## src/rtl/cfg_pkg.sv

```systemverilog
// Shared constants and FSM encoding for the configuration frame loader.
package cfg_pkg;

    localparam logic [7:0] HDR_DEFAULT       = 8'hAA;
    localparam int         FRAME_LEN_DEFAULT = 113;
    localparam int         TIMEOUT_DEFAULT   = 50000;

    // Command byte that tells the downstream logic to start with the new setup.
    localparam logic [7:0] CMD_START = 8'hFF;

    typedef enum logic [2:0] {
        IDLE    = 3'd0,
        PAYLOAD = 3'd1,
        CHECK   = 3'd2,
        COMMIT  = 3'd3,
        ERR     = 3'd4
    } cfg_state_t;

endpackage

```

## src/rtl/cfg_timeout.sv

```systemverilog
// Inter-byte idle counter: clears on every received byte, counts only while
// enabled, and flags expiry once it has seen TIMEOUT_CYC idle clocks.
module cfg_timeout #(
    parameter int TIMEOUT_CYC = 50000
) (
    input  logic clk_CFG,
    input  logic rst_n,
    input  logic clear,
    input  logic count_en,
    output logic expired
);

    localparam int CW = $clog2(TIMEOUT_CYC + 1);

    logic [CW-1:0] cnt_reg;

    assign expired = (cnt_reg == CW'(TIMEOUT_CYC));

    // Idle-clock counter; saturates at the limit so expiry stays asserted.
    always_ff @(posedge clk_CFG or negedge rst_n) begin
        if (!rst_n) begin
            cnt_reg <= '0;
        end else if (clear || !count_en) begin
            cnt_reg <= '0;
        end else if (!expired) begin
            cnt_reg <= cnt_reg + 1'b1;
        end
    end

endmodule

```

## src/rtl/cfg_loader.sv

```systemverilog
// Receives a header-framed configuration stream from a UART and loads it into
// the channel RAM. Payload is written top-down; the final payload byte is a
// command that is only written to address 0 once the XOR checksum matches.
module cfg_loader
    import cfg_pkg::*;
#(
    parameter logic [7:0] HDR         = HDR_DEFAULT,
    parameter int         FRAME_LEN   = FRAME_LEN_DEFAULT,
    parameter int         TIMEOUT_CYC = TIMEOUT_DEFAULT
) (
    input  logic       clk_CFG,
    input  logic       rst_n,
    input  logic [7:0] rx_data,
    input  logic       rx_valid,
    output logic [7:0] ram_in,
    output logic [7:0] ram_w_addr,
    output logic       ram_write_n,
    output logic       ram_read,
    output logic       busy,
    output logic       frame_ok,
    output logic       frame_err
);

    cfg_state_t state_reg, state_next;

    logic [7:0] addr_reg, addr_next;
    logic [7:0] csum_reg, csum_next;
    logic [7:0] cmd_reg, cmd_next;
    logic [7:0] ram_in_reg, ram_in_next;
    logic [7:0] ram_w_addr_reg, ram_w_addr_next;
    logic       ram_write_n_reg, ram_write_n_next;
    logic       ram_read_reg, ram_read_next;
    logic       timeout_expired;

    assign ram_in      = ram_in_reg;
    assign ram_w_addr  = ram_w_addr_reg;
    assign ram_write_n = ram_write_n_reg;
    assign ram_read    = ram_read_reg;

    cfg_timeout #(
        .TIMEOUT_CYC(TIMEOUT_CYC)
    ) u_timeout (
        .clk_CFG (clk_CFG),
        .rst_n   (rst_n),
        .clear   (rx_valid),
        .count_en((state_reg == PAYLOAD) || (state_reg == CHECK)),
        .expired (timeout_expired)
    );

    // State register.
    always_ff @(posedge clk_CFG or negedge rst_n) begin
        if (!rst_n) begin
            state_reg <= IDLE;
        end else begin
            state_reg <= state_next;
        end
    end

    // Next-state logic; a byte arriving in the expiry cycle takes priority.
    always_comb begin
        state_next = state_reg;
        case (state_reg)
            IDLE: begin
                if (rx_valid && (rx_data == HDR)) begin
                    state_next = PAYLOAD;
                end
            end
            PAYLOAD: begin
                if (rx_valid) begin
                    if (addr_reg == 8'd0) begin
                        state_next = CHECK;
                    end
                end else if (timeout_expired) begin
                    state_next = ERR;
                end
            end
            CHECK: begin
                if (rx_valid) begin
                    state_next = (rx_data == csum_reg) ? COMMIT : ERR;
                end else if (timeout_expired) begin
                    state_next = ERR;
                end
            end
            COMMIT:  state_next = IDLE;
            ERR:     state_next = IDLE;
            default: state_next = IDLE;
        endcase
    end

    // Status outputs decoded from the current state.
    always_comb begin
        busy      = 1'b0;
        frame_ok  = 1'b0;
        frame_err = 1'b0;
        case (state_reg)
            PAYLOAD, CHECK: busy = 1'b1;
            COMMIT: begin
                busy     = 1'b1;
                frame_ok = 1'b1;
            end
            ERR:     frame_err = 1'b1;
            default: ;
        endcase
    end

    // Datapath next values; RAM port values are registered so each accepted
    // byte yields one write strobe on the following cycle. The address-0
    // commit write is launched with the matching checksum byte so it lands
    // in the COMMIT cycle together with frame_ok and ram_read.
    always_comb begin
        addr_next        = addr_reg;
        csum_next        = csum_reg;
        cmd_next         = cmd_reg;
        ram_in_next      = ram_in_reg;
        ram_w_addr_next  = ram_w_addr_reg;
        ram_write_n_next = 1'b1;
        ram_read_next    = ram_read_reg;
        case (state_reg)
            IDLE: begin
                if (rx_valid && (rx_data == HDR)) begin
                    addr_next     = 8'(FRAME_LEN - 1);
                    csum_next     = 8'd0;
                    ram_read_next = 1'b0;
                end
            end
            PAYLOAD: begin
                if (rx_valid) begin
                    csum_next = csum_reg ^ rx_data;
                    if (addr_reg != 8'd0) begin
                        ram_in_next      = rx_data;
                        ram_w_addr_next  = addr_reg;
                        ram_write_n_next = 1'b0;
                        addr_next        = addr_reg - 8'd1;
                    end else begin
                        cmd_next = rx_data;
                    end
                end
            end
            CHECK: begin
                if (rx_valid && (rx_data == csum_reg)) begin
                    ram_in_next      = cmd_reg;
                    ram_w_addr_next  = 8'd0;
                    ram_write_n_next = 1'b0;
                    ram_read_next    = 1'b1;
                end
            end
            default: ;
        endcase
    end

    // Datapath registers.
    always_ff @(posedge clk_CFG or negedge rst_n) begin
        if (!rst_n) begin
            addr_reg        <= 8'd0;
            csum_reg        <= 8'd0;
            cmd_reg         <= 8'd0;
            ram_in_reg      <= 8'd0;
            ram_w_addr_reg  <= 8'd0;
            ram_write_n_reg <= 1'b1;
            ram_read_reg    <= 1'b0;
        end else begin
            addr_reg        <= addr_next;
            csum_reg        <= csum_next;
            cmd_reg         <= cmd_next;
            ram_in_reg      <= ram_in_next;
            ram_w_addr_reg  <= ram_w_addr_next;
            ram_write_n_reg <= ram_write_n_next;
            ram_read_reg    <= ram_read_next;
        end
    end

endmodule

```

## config.mk

```make
export PLATFORM = sky130hd
export DESIGN_NAME = cfg_loader
export DESIGN_NICKNAME = d
export VERILOG_FILES = /design/src/rtl/cfg_pkg.sv /design/src/rtl/cfg_timeout.sv /design/src/rtl/cfg_loader.sv
export SDC_FILE = /design/constraint.sdc
export NUM_CORES = 1
export LEC_CHECK = 0
export CORE_MARGIN = 2
export CORE_UTILIZATION = 57
export CTS_CLUSTER_SIZE = 20
export DETAILED_ROUTE_END_ITERATION = 10
export PLACE_DENSITY = 0.9
export SETUP_SLACK_MARGIN = 0.02
export SLEW_MARGIN = 20
export SYNTH_ARGS = -nofsm -noshare
export SYNTH_HDL_FRONTEND = slang
export SYNTH_SLANG_ARGS = --single-unit
```

## constraint.sdc

```tcl
create_clock -name clk_CFG -period 2.7 [get_ports clk_CFG]
set_clock_uncertainty 0.1 [all_clocks]
set_input_delay 0.54 -clock clk_CFG [delete_from_list [all_inputs] [get_ports clk_CFG]]
set_output_delay 0.54 -clock clk_CFG [all_outputs]
set_load 0.005 [all_outputs]
```

==> summary.md <==
| Metric | Value |
|---|---|
| Status | `finished clean` |
| Synthesized cell area | `3130 um^2` |
| Cell Chain, Critical Path | `inv_1, ha_1, or3b_4, o21ai_4, o31ai_2, buf_4, o221a_1` |
| Num ports | `32` |
| Number of flip-flops in the largest register | `16` |
| Clock buffer depth | `2` |
| Initial antenna violation count | `0` |
| GPL Wtd Cong | `around 0.8` |
| Type of origin of the critical path | `register` |
| Synth cell count leaders | `60 x dfrtp_1, 35 x nand2_1, 23 x nor2_1` |
| Post-Route Setup TNS | `0 ns` |
| Crit-path max FO | `19` |
| Family with the most delay on the worst path | `compound AO/OA/AOI/OAI gates` |
| Required @ worst endpoint | `2.82 ns` |
| Minimum clock period | `2.43 ns` |
| Core Util, Final | `between 70% and 80%` |
| Postcts setup bufs | `0` |
| Total Wirelength | `a little under 7000 um` |
| Sum of buffers and inverters on the critical path | `2` |
| Worst EP arrival | `2.55 ns` |
| CTS clk-pin slew, worst paths | `~0.070 ns` |
| CP Capture Type | `register` |
| Final HPWL DP | `between 4000 and 5000 um` |
| Place WS | `between 0.003 and 0.004 ns` |
| Root cell of the clock tree | `clkbuf_8` |
| Max cap viols | `0` |
| Fin cells | `420` |
| FP Rows | `26` |
| Critical Path Max Stage Delay | `0.47 ns` |
| Sequential share of the synthesized area | `approximately half` |
| Final net count | `359` |
| Post-synth ARST share | `100%` |
| Global-route wire length before repair | `about 12000 um` |
| Max-Slew Margin vs Limit | `a little over half` |
| Number of enable flip-flop cells after synthesis | `0` |
| Top-area cell type share of the netlist area | `between 40% and 50%` |
| Area after DPL | `3530 um^2` |
| Final instance area | `about 3800 um^2` |
| Die width | `78.1 um` |
| Hold Violations, Final | `0` |
| RSZ-0062 raised after global routing | `no` |
| Slew Viols, Final | `0` |
| Area growth syn-to-layout | `20.6%` |
| Vias in the first global route | `roughly 2500` |
| DP Cell Count | `about 400` |
| Post-DR wirelength/cell | `around 16 um` |
| Tot Pwr | `about 3.6 mW` |
| Final worst setup slack | `0.272 ns` |
| Syn nets | `319` |
| Worst Setup Path Type | `register to register` |
| Die area | `~6100 um^2` |
| Top_reg_cell synth | `dfrtp_1` |
| H-tree levels | `3` |
| Total leakage power | `1.53 nW` |
| Vias | `roughly 2500` |
| Core ar. | `approximately 5200 um^2` |
| Worst-Skew Late Latency | `0.34 ns` |
| CTS Hold Bufs | `0` |
| GRT Overall Usage | `approximately a quarter` |
| Seq cells post-synth | `between 60 and 70` |
| Final setup viols | `0` |
| DRC viols | `0` |
| Port Buf Inserts | `31` |
| Worst vdd ir | `~0.00066 V` |
| Max frequency | `approximately 410 MHz` |
| Worst Hold Class | `input pin to async pin` |
| Largest net degree at the start of global routing | `29` |
| Gr ovfl total | `0` |
| Final worst-path cycle share | `about 90%` |
| Cell taking the most area after synthesis | `dfrtp_1` |
| Antenna-violating nets left | `0` |
| Worst-Margin Slew | `approximately 0.69 ns` |
| Worst hold slack | `0.112 ns` |
| Vias per cell | `6.00` |
| # diodes | `0` |
| Warnings from Yosys | `0` |
| Slowest-stage cell, CP | `o21ai_4` |
| PostCTS Resize Cnt | `0` |
| Count leader, synth | `dfrtp_1` |
| PD cells | `about 960 nW/um^2` |
| Synth area leaders | `dfrtp_1 48%, nand2_1 4.2%, xnor2_1 3.9%, mux2_2 3.2%, o21ai_0 3.0%` |
| Die H | `between 70 and 80 um` |
| Drt first pass iters | `4` |
| Mean area per synthesized cell | `10.3 um^2` |
| Total CTS buffers | `9` |
| Syn Inst Count | `305` |
| CTS Sinks | `61` |
| Share of layout cells above drive strength 1 | `between 10% and 20%` |
| Initial drt markers | `~180` |
| Netlist cell types | `slightly below 60` |
| Initial core utilization | `between 60% and 70%` |
| TritonCTS clock tree | `built` |
-- worst register-to-register path: stages, from the launching register on --
cell,delay [ns]
dfrtp_1,0.41
inv_1,0.09
ha_1,0.23
or3b_4,0.45
o21ai_4,0.47
o31ai_2,0.14
buf_4,0.20
o221a_1,0.23
-- where the power goes --
group | internal, mW | switching [mW]
clock | 0.636 | 0.367
sequential | 1.19 | 0.265
combinational | 0.623 | 0.542
-- area by class of cell --
| class | instances | area, um^2 |
|---|---|---|
| Sequential cell | 61 | 1530 |
| Multi-Input combinational cell | 219 | 1470 |
| Fill cell | 369 | 1430 |
| Timing Repair Buffer | 44 | 403 |
| Clock buffer | 10 | 138 |
| Clock inverter | 6 | 110 |
| Tap cell | 70 | 87.6 |
| Inverter | 10 | 37.5 |
-- path summary, 6_finish.rpt --
kind	slack, ns	start	endpoint	cells past startpoint
hold / removal	0.11	rst_n	ram_in[0]	1
hold reg to reg	0.40	addr_reg[0]	addr_reg[0]	1
max in group asynchronous	1.67	rst_n	u_timeout.cnt_reg[14]	2
setup reg to reg	0.27	addr_reg[0]	ram_in[7]	7
setup / recovery	0.27	addr_reg[0]	ram_in[7]	7
min in group clk_CFG	0.40	addr_reg[0]	addr_reg[0]	1
-- metal layers --
layer	track usage [%]	wire (um)	up-vias	share of wire, %
met3	4.48	271	11	3.9
met2	40.5	3320	61	48
met1	30.6	3160	1272	46
li1	-	-	1177	-
met5	0	0	-	0
met4	11.1	116	0	1.7
-- cells by family (layout without fill, tap and decap cells) --
group           Yosys count  after routing  synth area share, %
compound gates           69             69                 15.5
xor+xnor                 16             16                 4.47
fa+ha+maj                 3              3                 1.20
buf+inv                  25             70                 4.19
flops                    61             61                 48.8
mux                      11             11                 3.88
simple gates            120            120                 22.0
-- cells in the final DEF, fill, tap and decap left out, types with 3 or more instances in the layout --
| cell | synthesis | final |
|---|---|---|
| or4_4 | 3 | 3 |
| clkdlybuf4s50_1 | 0 | 30 |
| ha_1 | 3 | 3 |
| nor4bb_1 | 3 | 3 |
| o22ai_1 | 4 | 4 |
| buf_4 | 2 | 13 |
| inv_1 | 10 | 10 |
| o31ai_1 | 8 | 8 |
| o211ai_1 | 3 | 3 |
| clkbuf_8 | 0 | 10 |
| nand4_1 | 4 | 4 |
| nor2_1 | 23 | 23 |
| a21oi_1 | 13 | 13 |
| nand2_1 | 35 | 35 |
| or3_1 | 7 | 7 |
| nand3_1 | 4 | 4 |
| bufinv_16 | 0 | 3 |
| xnor2_1 | 14 | 14 |
| nand2b_1 | 9 | 9 |
| nor3_1 | 8 | 8 |
| dfrtp_1 | 60 | 60 |
| o221a_1 | 8 | 8 |
| mux2_2 | 9 | 9 |
| o21ai_0 | 19 | 19 |
No activity file was read; power rests on OpenSTA's default activity.
